[src/rtl/alu_nb_seq.sv]
// N-bit registered ALU: logic/compare/shift ops in 1 cycle, unsigned shift-add MUL in WIDTH+1 cycles.
// Valid/ready on both sides; a held result blocks new input until consumed (in_ready follows out_ready).
module alu_nb_seq #(
    parameter int WIDTH = 4
) (
    input  logic             clk,
    input  logic             rst_n,
    input  logic             in_valid,
    output logic             in_ready,
    input  logic [1:0]       M,
    input  logic [1:0]       C,
    input  logic [WIDTH-1:0] A,
    input  logic [WIDTH-1:0] B,
    input  logic             Cin,
    output logic             out_valid,
    input  logic             out_ready,
    output logic [WIDTH-1:0] F,
    output logic [WIDTH-1:0] F_hi,
    output logic             Cout,
    output logic             zero
);

    localparam int CW = $clog2(WIDTH + 1);

    typedef enum logic [1:0] {IDLE, BUSY, HOLD} state_t;

    typedef struct packed {
        logic [WIDTH-1:0] lo;
        logic [WIDTH-1:0] hi;
        logic             cout;
    } res_t;

    state_t             state, state_nxt;
    res_t               res;
    logic [WIDTH:0]     sum;
    logic [2*WIDTH-1:0] mcand;
    logic [2*WIDTH-1:0] prod;
    logic [WIDTH-1:0]   mplier;
    logic [CW-1:0]      cnt;
    logic               accept;
    logic               is_mul;

    assign is_mul    = (M == 2'b10) && (C == 2'b10);
    assign out_valid = (state == HOLD);
    assign accept    = in_valid && in_ready;

    // Depends only on state, out_ready and reset; never on in_valid.
    always_comb begin
        in_ready = 1'b0;
        if (rst_n) begin
            case (state)
                IDLE:    in_ready = 1'b1;
                HOLD:    in_ready = out_ready;
                default: in_ready = 1'b0;
            endcase
        end
    end

    always_comb begin
        sum = '0;
        case (C)
            2'b00:   sum = {1'b0, A} + {1'b0, B} + {{WIDTH{1'b0}}, Cin};
            2'b01:   sum = {1'b0, A} + {1'b0, ~B} + {{WIDTH{1'b0}}, 1'b1};
            2'b10:   sum = {1'b0, A} + {{WIDTH{1'b0}}, 1'b1};
            default: sum = '0;
        endcase
    end

    // Single-cycle result; MUL is handled by the sequential multiplier below.
    always_comb begin
        res = '0;
        case (M)
            2'b00: begin
                case (C)
                    2'b00:   res.lo = A & B;
                    2'b01:   res.lo = A | B;
                    2'b10:   res.lo = A ^ B;
                    default: res.lo = ~A;
                endcase
            end
            2'b01: begin
                res.lo[2] = (A > B);
                res.lo[1] = (A == B);
                res.lo[0] = (A < B);
            end
            2'b10: begin
                case (C)
                    2'b00: begin
                        res.lo   = {A[WIDTH-2:0], 1'b0};
                        res.cout = A[WIDTH-1];
                    end
                    2'b01: begin
                        res.lo   = {1'b0, A[WIDTH-1:1]};
                        res.cout = A[0];
                    end
                    default: res.lo = A;
                endcase
            end
            default: begin
                case (C)
                    2'b11: begin
                        res.lo   = A - {{(WIDTH-1){1'b0}}, 1'b1};
                        res.cout = |A;
                    end
                    default: begin
                        res.lo   = sum[WIDTH-1:0];
                        res.cout = sum[WIDTH];
                    end
                endcase
            end
        endcase
    end

    always_comb begin
        state_nxt = state;
        case (state)
            IDLE: begin
                if (accept) state_nxt = is_mul ? BUSY : HOLD;
            end
            BUSY: begin
                if (cnt == '0) state_nxt = HOLD;
            end
            HOLD: begin
                if (accept)         state_nxt = is_mul ? BUSY : HOLD;
                else if (out_ready) state_nxt = IDLE;
            end
            default: state_nxt = IDLE;
        endcase
    end

    always_ff @(posedge clk) begin
        if (!rst_n) begin
            state  <= IDLE;
            F      <= '0;
            F_hi   <= '0;
            Cout   <= 1'b0;
            zero   <= 1'b0;
            cnt    <= '0;
            mcand  <= '0;
            mplier <= '0;
            prod   <= '0;
        end else begin
            state <= state_nxt;
            if (accept) begin
                if (is_mul) begin
                    mcand  <= {{WIDTH{1'b0}}, A};
                    mplier <= B;
                    prod   <= '0;
                    cnt    <= CW'(WIDTH);
                end else begin
                    F    <= res.lo;
                    F_hi <= res.hi;
                    Cout <= res.cout;
                    zero <= (res.lo == '0) && (res.hi == '0);
                end
            end else if (state == BUSY) begin
                if (cnt != '0) begin
                    prod   <= prod + (mplier[0] ? mcand : '0);
                    mcand  <= mcand << 1;
                    mplier <= mplier >> 1;
                    cnt    <= cnt - CW'(1);
                end else begin
                    // Product is complete; publish it on the extra cycle after the last step.
                    F    <= prod[WIDTH-1:0];
                    F_hi <= prod[2*WIDTH-1:WIDTH];
                    Cout <= 1'b0;
                    zero <= (prod == '0);
                end
            end
        end
    end

endmodule

[config.mk]
export PLATFORM = sky130hd
export DESIGN_NAME = alu_nb_seq
export DESIGN_NICKNAME = d
export VERILOG_FILES = /design/src/rtl/alu_nb_seq.sv
export SDC_FILE = /design/constraint.sdc
export NUM_CORES = 1
export LEC_CHECK = 0
export CAP_MARGIN = 20
export CORE_MARGIN = 4
export CORE_UTILIZATION = 55
export DETAILED_ROUTE_END_ITERATION = 7
export HOLD_SLACK_MARGIN = 0.03
export PLACE_DENSITY = 0.8
export SYNTH_ARGS = -nofsm -noshare
export SYNTH_HDL_FRONTEND = slang
export SYNTH_SLANG_ARGS = --single-unit
[constraint.sdc]
create_clock -name clk -period 4.3 [get_ports clk]
set_clock_uncertainty 0.2 [all_clocks]
set_input_delay 0.43 -clock clk [delete_from_list [all_inputs] [get_ports clk]]
set_output_delay 0.43 -clock clk [all_outputs]
set_load 0.05 [all_outputs]
Word-level counts from Yosys, hierarchy flattened
Index checks and enable logic that the tools add are counted.
Operators by class
  $lt $le $gt $ge: 2
  bitwise gates (word level): 5
  equal/unequal tests: 14
  reductions and logical operators: 16
  $add $sub $neg: 8
  multiplexer cells: 50
Operators with widths (count)
  8-bit 2-to-1 mux: 9
  4-bit 2-to-1 mux: 13
  5-bit one-hot mux with 3 select lines: 1
  3-bit 2-to-1 mux: 4
  4-bit one-hot mux with 3 select lines: 1
  4-bit by 4-bit adder with 5-bit output: 2
  1-bit 2-to-1 mux: 10
  2-bit 2-to-1 mux: 5
  3-bit one-hot mux with 3 select lines: 1
  3-bit AND reduction: 3
  8-bit adder: 1
  2-bit equality test (second input constant): 4
  8-bit zero test: 1
  2-bit inequality test (second input constant): 4
  4-bit inverter: 2
  4-bit one-hot mux with 2 select lines: 1
  2-bit by 1-bit equality test with 1-bit output (second input constant): 3
  2-bit zero test: 3
  1-bit one-hot mux with 2 select lines: 3
  2-bit one-hot mux with 3 select lines: 1
  4-bit by 1-bit adder with 5-bit output (second input constant): 1
  5-bit by 1-bit adder with 5-bit output: 1
  5-bit by 1-bit adder with 5-bit output (second input constant): 1
  4-bit bitwise AND: 1
  17 further kinds: 19
Word-level totals
  input bits: 17
  output and inout port bits: 12
  register bits after elaboration: 35
  word-level logic and storage cells: 104

Longest topological paths before layout
  depth after elaboration: 9
  depth in mapped cells: 10
  depth with buffers taken out: 10

Worst setup path after synthesis
OpenSTA, ideal clock, no wires.
  kind: input to register
  start: in A[0]
  end: reg zero
  library setup time: 0.116 ns
  cell stages on the path: 10
  setup slack: 1.773 ns
  path buffers: 0
  arrival time: 2.211 ns
  required time: 3.984 ns
  cells stage by stage: inv_1 ha_1 inv_1 fa_1 nor3b_1 a211o_2 and2b_2 o41ai_1 or3_1 o21ai_1
On the way
  cells in the longest elaborated chain, start to end: 8
  elaborated cells on any way between the ends: 22
  classes of those cells: 6 x add/sub; 2 x order compare; 1 x eq/ne; 8 x mux; 4 x bitwise; 1 x reduce/logical
Ends and longest elaborated chain
  start, declared: RTL line 12  | input logic [WIDTH-1:0] A,
  4-bit by 4-bit adder with 5-bit output (on tied branches): RTL line 63, 62
  5-bit by 1-bit adder with 5-bit output (on tied branches): RTL line 63, 62
  5-bit one-hot mux with 3 select lines: RTL line 61  | case (C)
  4-bit 2-to-1 mux: RTL line 100  | case (C)
  3-bit one-hot mux with 3 select lines / 1-bit one-hot mux with 3 select lines (equally long branches): RTL line 72  | case (M)
  4-bit zero test *: RTL line 154  | zero <= (res.lo == '0) && (res.hi == '0);
  1-bit 2-to-1 mux *: RTL line 145  | if (is_mul) begin
  1-bit 2-to-1 mux *: RTL line 144  | if (accept) begin
  end signal, assigned: RTL line 154
  end signal, assigned: RTL line 167  | zero <= (prod == '0);
  end, declared: RTL line 20  | output logic zero
Mark *: on every way between the ends. The rest lies on a longest branch, timed or not. The select of a mux whose other input is x is not followed.
A chain may end at the register's enable or synchronous reset.

Worst setup path in the final report
  start: in A[0]
  end: reg F[0]
On the way
  cells in the longest elaborated chain, start to end: 7
  elaborated cells on any way between the ends: 18
  classes of those cells: 6 x add/sub; 1 x order compare; 7 x mux; 4 x bitwise
Ends and longest elaborated chain
  4-bit by 4-bit adder with 5-bit output (on tied branches): RTL line 63, 62
  5-bit by 1-bit adder with 5-bit output (on tied branches): RTL line 63, 62
  5-bit one-hot mux with 3 select lines: RTL line 61
  4-bit 2-to-1 mux: RTL line 100
  3-bit one-hot mux with 3 select lines *: RTL line 72
  4-bit 2-to-1 mux *: RTL line 145
  4-bit 2-to-1 mux *: RTL line 144
  end signal, assigned: RTL line 151  | F <= res.lo;
  end signal, assigned: RTL line 164  | F <= prod[WIDTH-1:0];
  end, declared: RTL line 17  | output logic [WIDTH-1:0] F,
Marked as above.

==> metrics <==
Ports=29; sum of negative setup slack=0 ns; Tot GR Track Use=0.236; ant diodes=0; initial cell density of the core=0.580; Slew headroom=0.386; final net count=401; # setup viols final=0; library cells used by synthesis=between 60 and 70; switching share of power=0.302; Buffers on Ports=28; Seq cells post-synth=35; drt drc=0; Fmax=316 MHz; initial antenna violation count=0; synthesized area per cell=about 8.3 µm²; xor and xnor area share after synthesis=0.0157; Synthesized Nets=around 380; Flop pwr share=0.450; period utilisation layout=0.736; Iter 0 DRT Violations=224; routability congestion estimate=0.896; Setup CP Type=in -> reg; WHS Path Cells=2; total power=738 µW; clock sink total=35; FP Rows=25; most frequent cells in the layout=nand2_1, dfxtp_1, clkdlybuf4s50_1; endpoint kind of the worst setup timing path=flip-flop; compound-cell area share of the yosys netlist=0.228; Pleak=approximately 0.0013 µW; CTS clk-pin slew, worst paths=~0.070 ns; core area=a little under 5000 µm²; Most used DFF post-synth=dfxtp_1; Synth area leader=dfxtp_1; Worst Path Max Fanout=10; Final Max Slew Viols=0; Post-CTS Hold Buffers=0; Worst EP arrival=3.17 ns; Post-CTS Resized=0; Die W=around 79 µm; RSZ-0062 raised after global routing=no; Synth Warn #=0; Congestion Overflow GR=0; largest net degree at the start of global routing=25; Post-DP HPWL=5.02 mm; worst hold path class=reg -> reg; most common cell after layout, fill and taps aside=nand2_1; Post-synth ARST share=0; Via density=5.97; Synth Area in Simple Gates=0.258; Die Area=6280 µm²; largest family of logic cells by synthesized area=simple AND/OR/NAND/NOR gates; post-synthesis cell area=about 2800 µm²; Layout area overhead=13.5%; sw power=~220 µW; Final min period=3.17 ns; post-CTS setup buffer count=0; number of buffers created by CTS=5; EDFF count, synth=0; Longest Clk Path Bufs=2; first-pass detailed-route iteration total=4; peak supply drop=0.183 mV; Hold Vio Cnt, Final=0; CTS tree=built; Seq/Total Area, Yosys=0.251; first-pass GRT wire length=11.7 mm; DR WL/cell=16.1 µm; post-synth top area share=0.251; total routed wirelength=6.83 mm; slew of the pin with the lowest slew margin=0.918 ns; Critical Path RT=4.31 ns; Die H=79.3 µm; post-route ant nets=0; post-synthesis instance total=335; Adder-Cell Fraction of Synth Area=0.132; vias in the first global route=between 2,000 and 2,500; Pint=515 µW; H-tree Lvls=2; proportion of layout cells with a drive suffix above 1=0.0782; share of power burned in the clock network=0.311; max-cap viol count=0; Logic pwr share=0.238; Synth area leaders=dfxtp_1, ha_1, nand2_1, nand3_1, and2_1; Reg2Reg Depth=6; clock latency on the worst-skew pair=0.28 ns; power per cell area=233 nW/µm²; post-synthesis mux area share=0.0497; CTS root buf=clkbuf_8; via count=2,539; status=completed; Setup crit start kind=primary input
## cell usage after synthesis (all sizes together), types with 9 or more instances
| master | number |
|---|---|
| nand3 | 19 |
| nand2 | 41 |
| and2 | 13 |
| inv | 21 |
| o211ai | 9 |
| clkbuf | 10 |
| o21ai | 12 |
| a21boi | 11 |
| ha | 23 |
| a21oi | 15 |
| nor2 | 12 |
| nor2b | 12 |
| dfxtp | 35 |
## logic make-up (layout without fill, tap and decap cells)
kind of cell             after synthesis  after routing
AND/OR/NAND/NOR                      132            132
AO/OA/AOI/OAI                         87             87
buffers and inverters                 39             62
flip-flops                            35             35
adder cells (fa/ha/maj)               27             27
multiplexers                          10             10
XOR/XNOR                               5              5
## final cells by class
type / instances / area [µm²]
inverters: 21 / 78.8
clock inverters: 1 / 5.00
multi-input cells: 261 / 1910
well taps: 67 / 83.8
fillers: 430 / 1650
clock buffers: 7 / 76.3
flip-flops and latches: 35 / 701
repair buffers: 33 / 318
## power by group through the flow
| stage | combinational, µW | sequential (µW) | clock [µW] |
|---|---|---|---|
| after global placement | 173 | 340 | 0 |
| final | 176 | 333 | 230 |
| after CTS | 174 | 332 | 234 |
| after floorplan | 109 | 350 | 0 |
| after detailed placement | 173 | 340 | 0 |
| after global routing | 193 | 333 | 249 |
## through the flow
stage | util | instances | hold slack (ns) | worst slack (ns) | instance area (µm²)
3_3_place_gp | 0.641 | 417 | 0.240 | 0.885 | 3090
4_1_cts | 0.658 | 425 | 0.258 | 1.13 | 3170
3_5_place_dp | 0.641 | 417 | 0.250 | 0.855 | 3090
6_report | 0.658 | 425 | 0.255 | 1.13 | 3170
2_1_floorplan | - | 335 | 0.231 | 1.77 | 2790
5_1_grt | 0.658 | 425 | 0.294 | 0.839 | 3170
## flip-flops by register name, summed over array words and instances (netlist names)
name and cells:
mplier 4, F_hi 4, mcand 8, Cout 1, F 4, prod 8, state 2, zero 1
cnt 3
## layer usage
layer	vias to the layer above	part of all wire	track usage
met3	10	0.055	0.0465
met5	-	0	0
li1	1255	-	-
met4	0	0.015	0.0687
met1	1205	0.49	0.337
met2	69	0.44	0.358
## path summary, 6_finish.rpt
check                            to              startpoint  slack [ns]
max               F[0]$_SDFFE_PN0P_                    A[0]        1.13
min reg2reg  mplier[3]$_SDFFE_PN0P_  mplier[3]$_SDFFE_PN0P_        0.25
max reg2reg   mcand[3]$_SDFFE_PN0P_   state[1]$_SDFFE_PN0P_        1.73
min          mplier[3]$_SDFFE_PN0P_  mplier[3]$_SDFFE_PN0P_        0.25
## critical path: stages
cell	delay (ns)
clkdlybuf4s50_1	0.62
inv_1	0.24
ha_1	0.20
inv_1	0.06
fa_1	0.37
nor3b_1	0.15
a211o_2	0.33
and2b_2	0.19
o41ai_1	0.30
mux2i_1	0.12
o21ai_0	0.16
No activity file was read; power rests on OpenSTA's default activity.
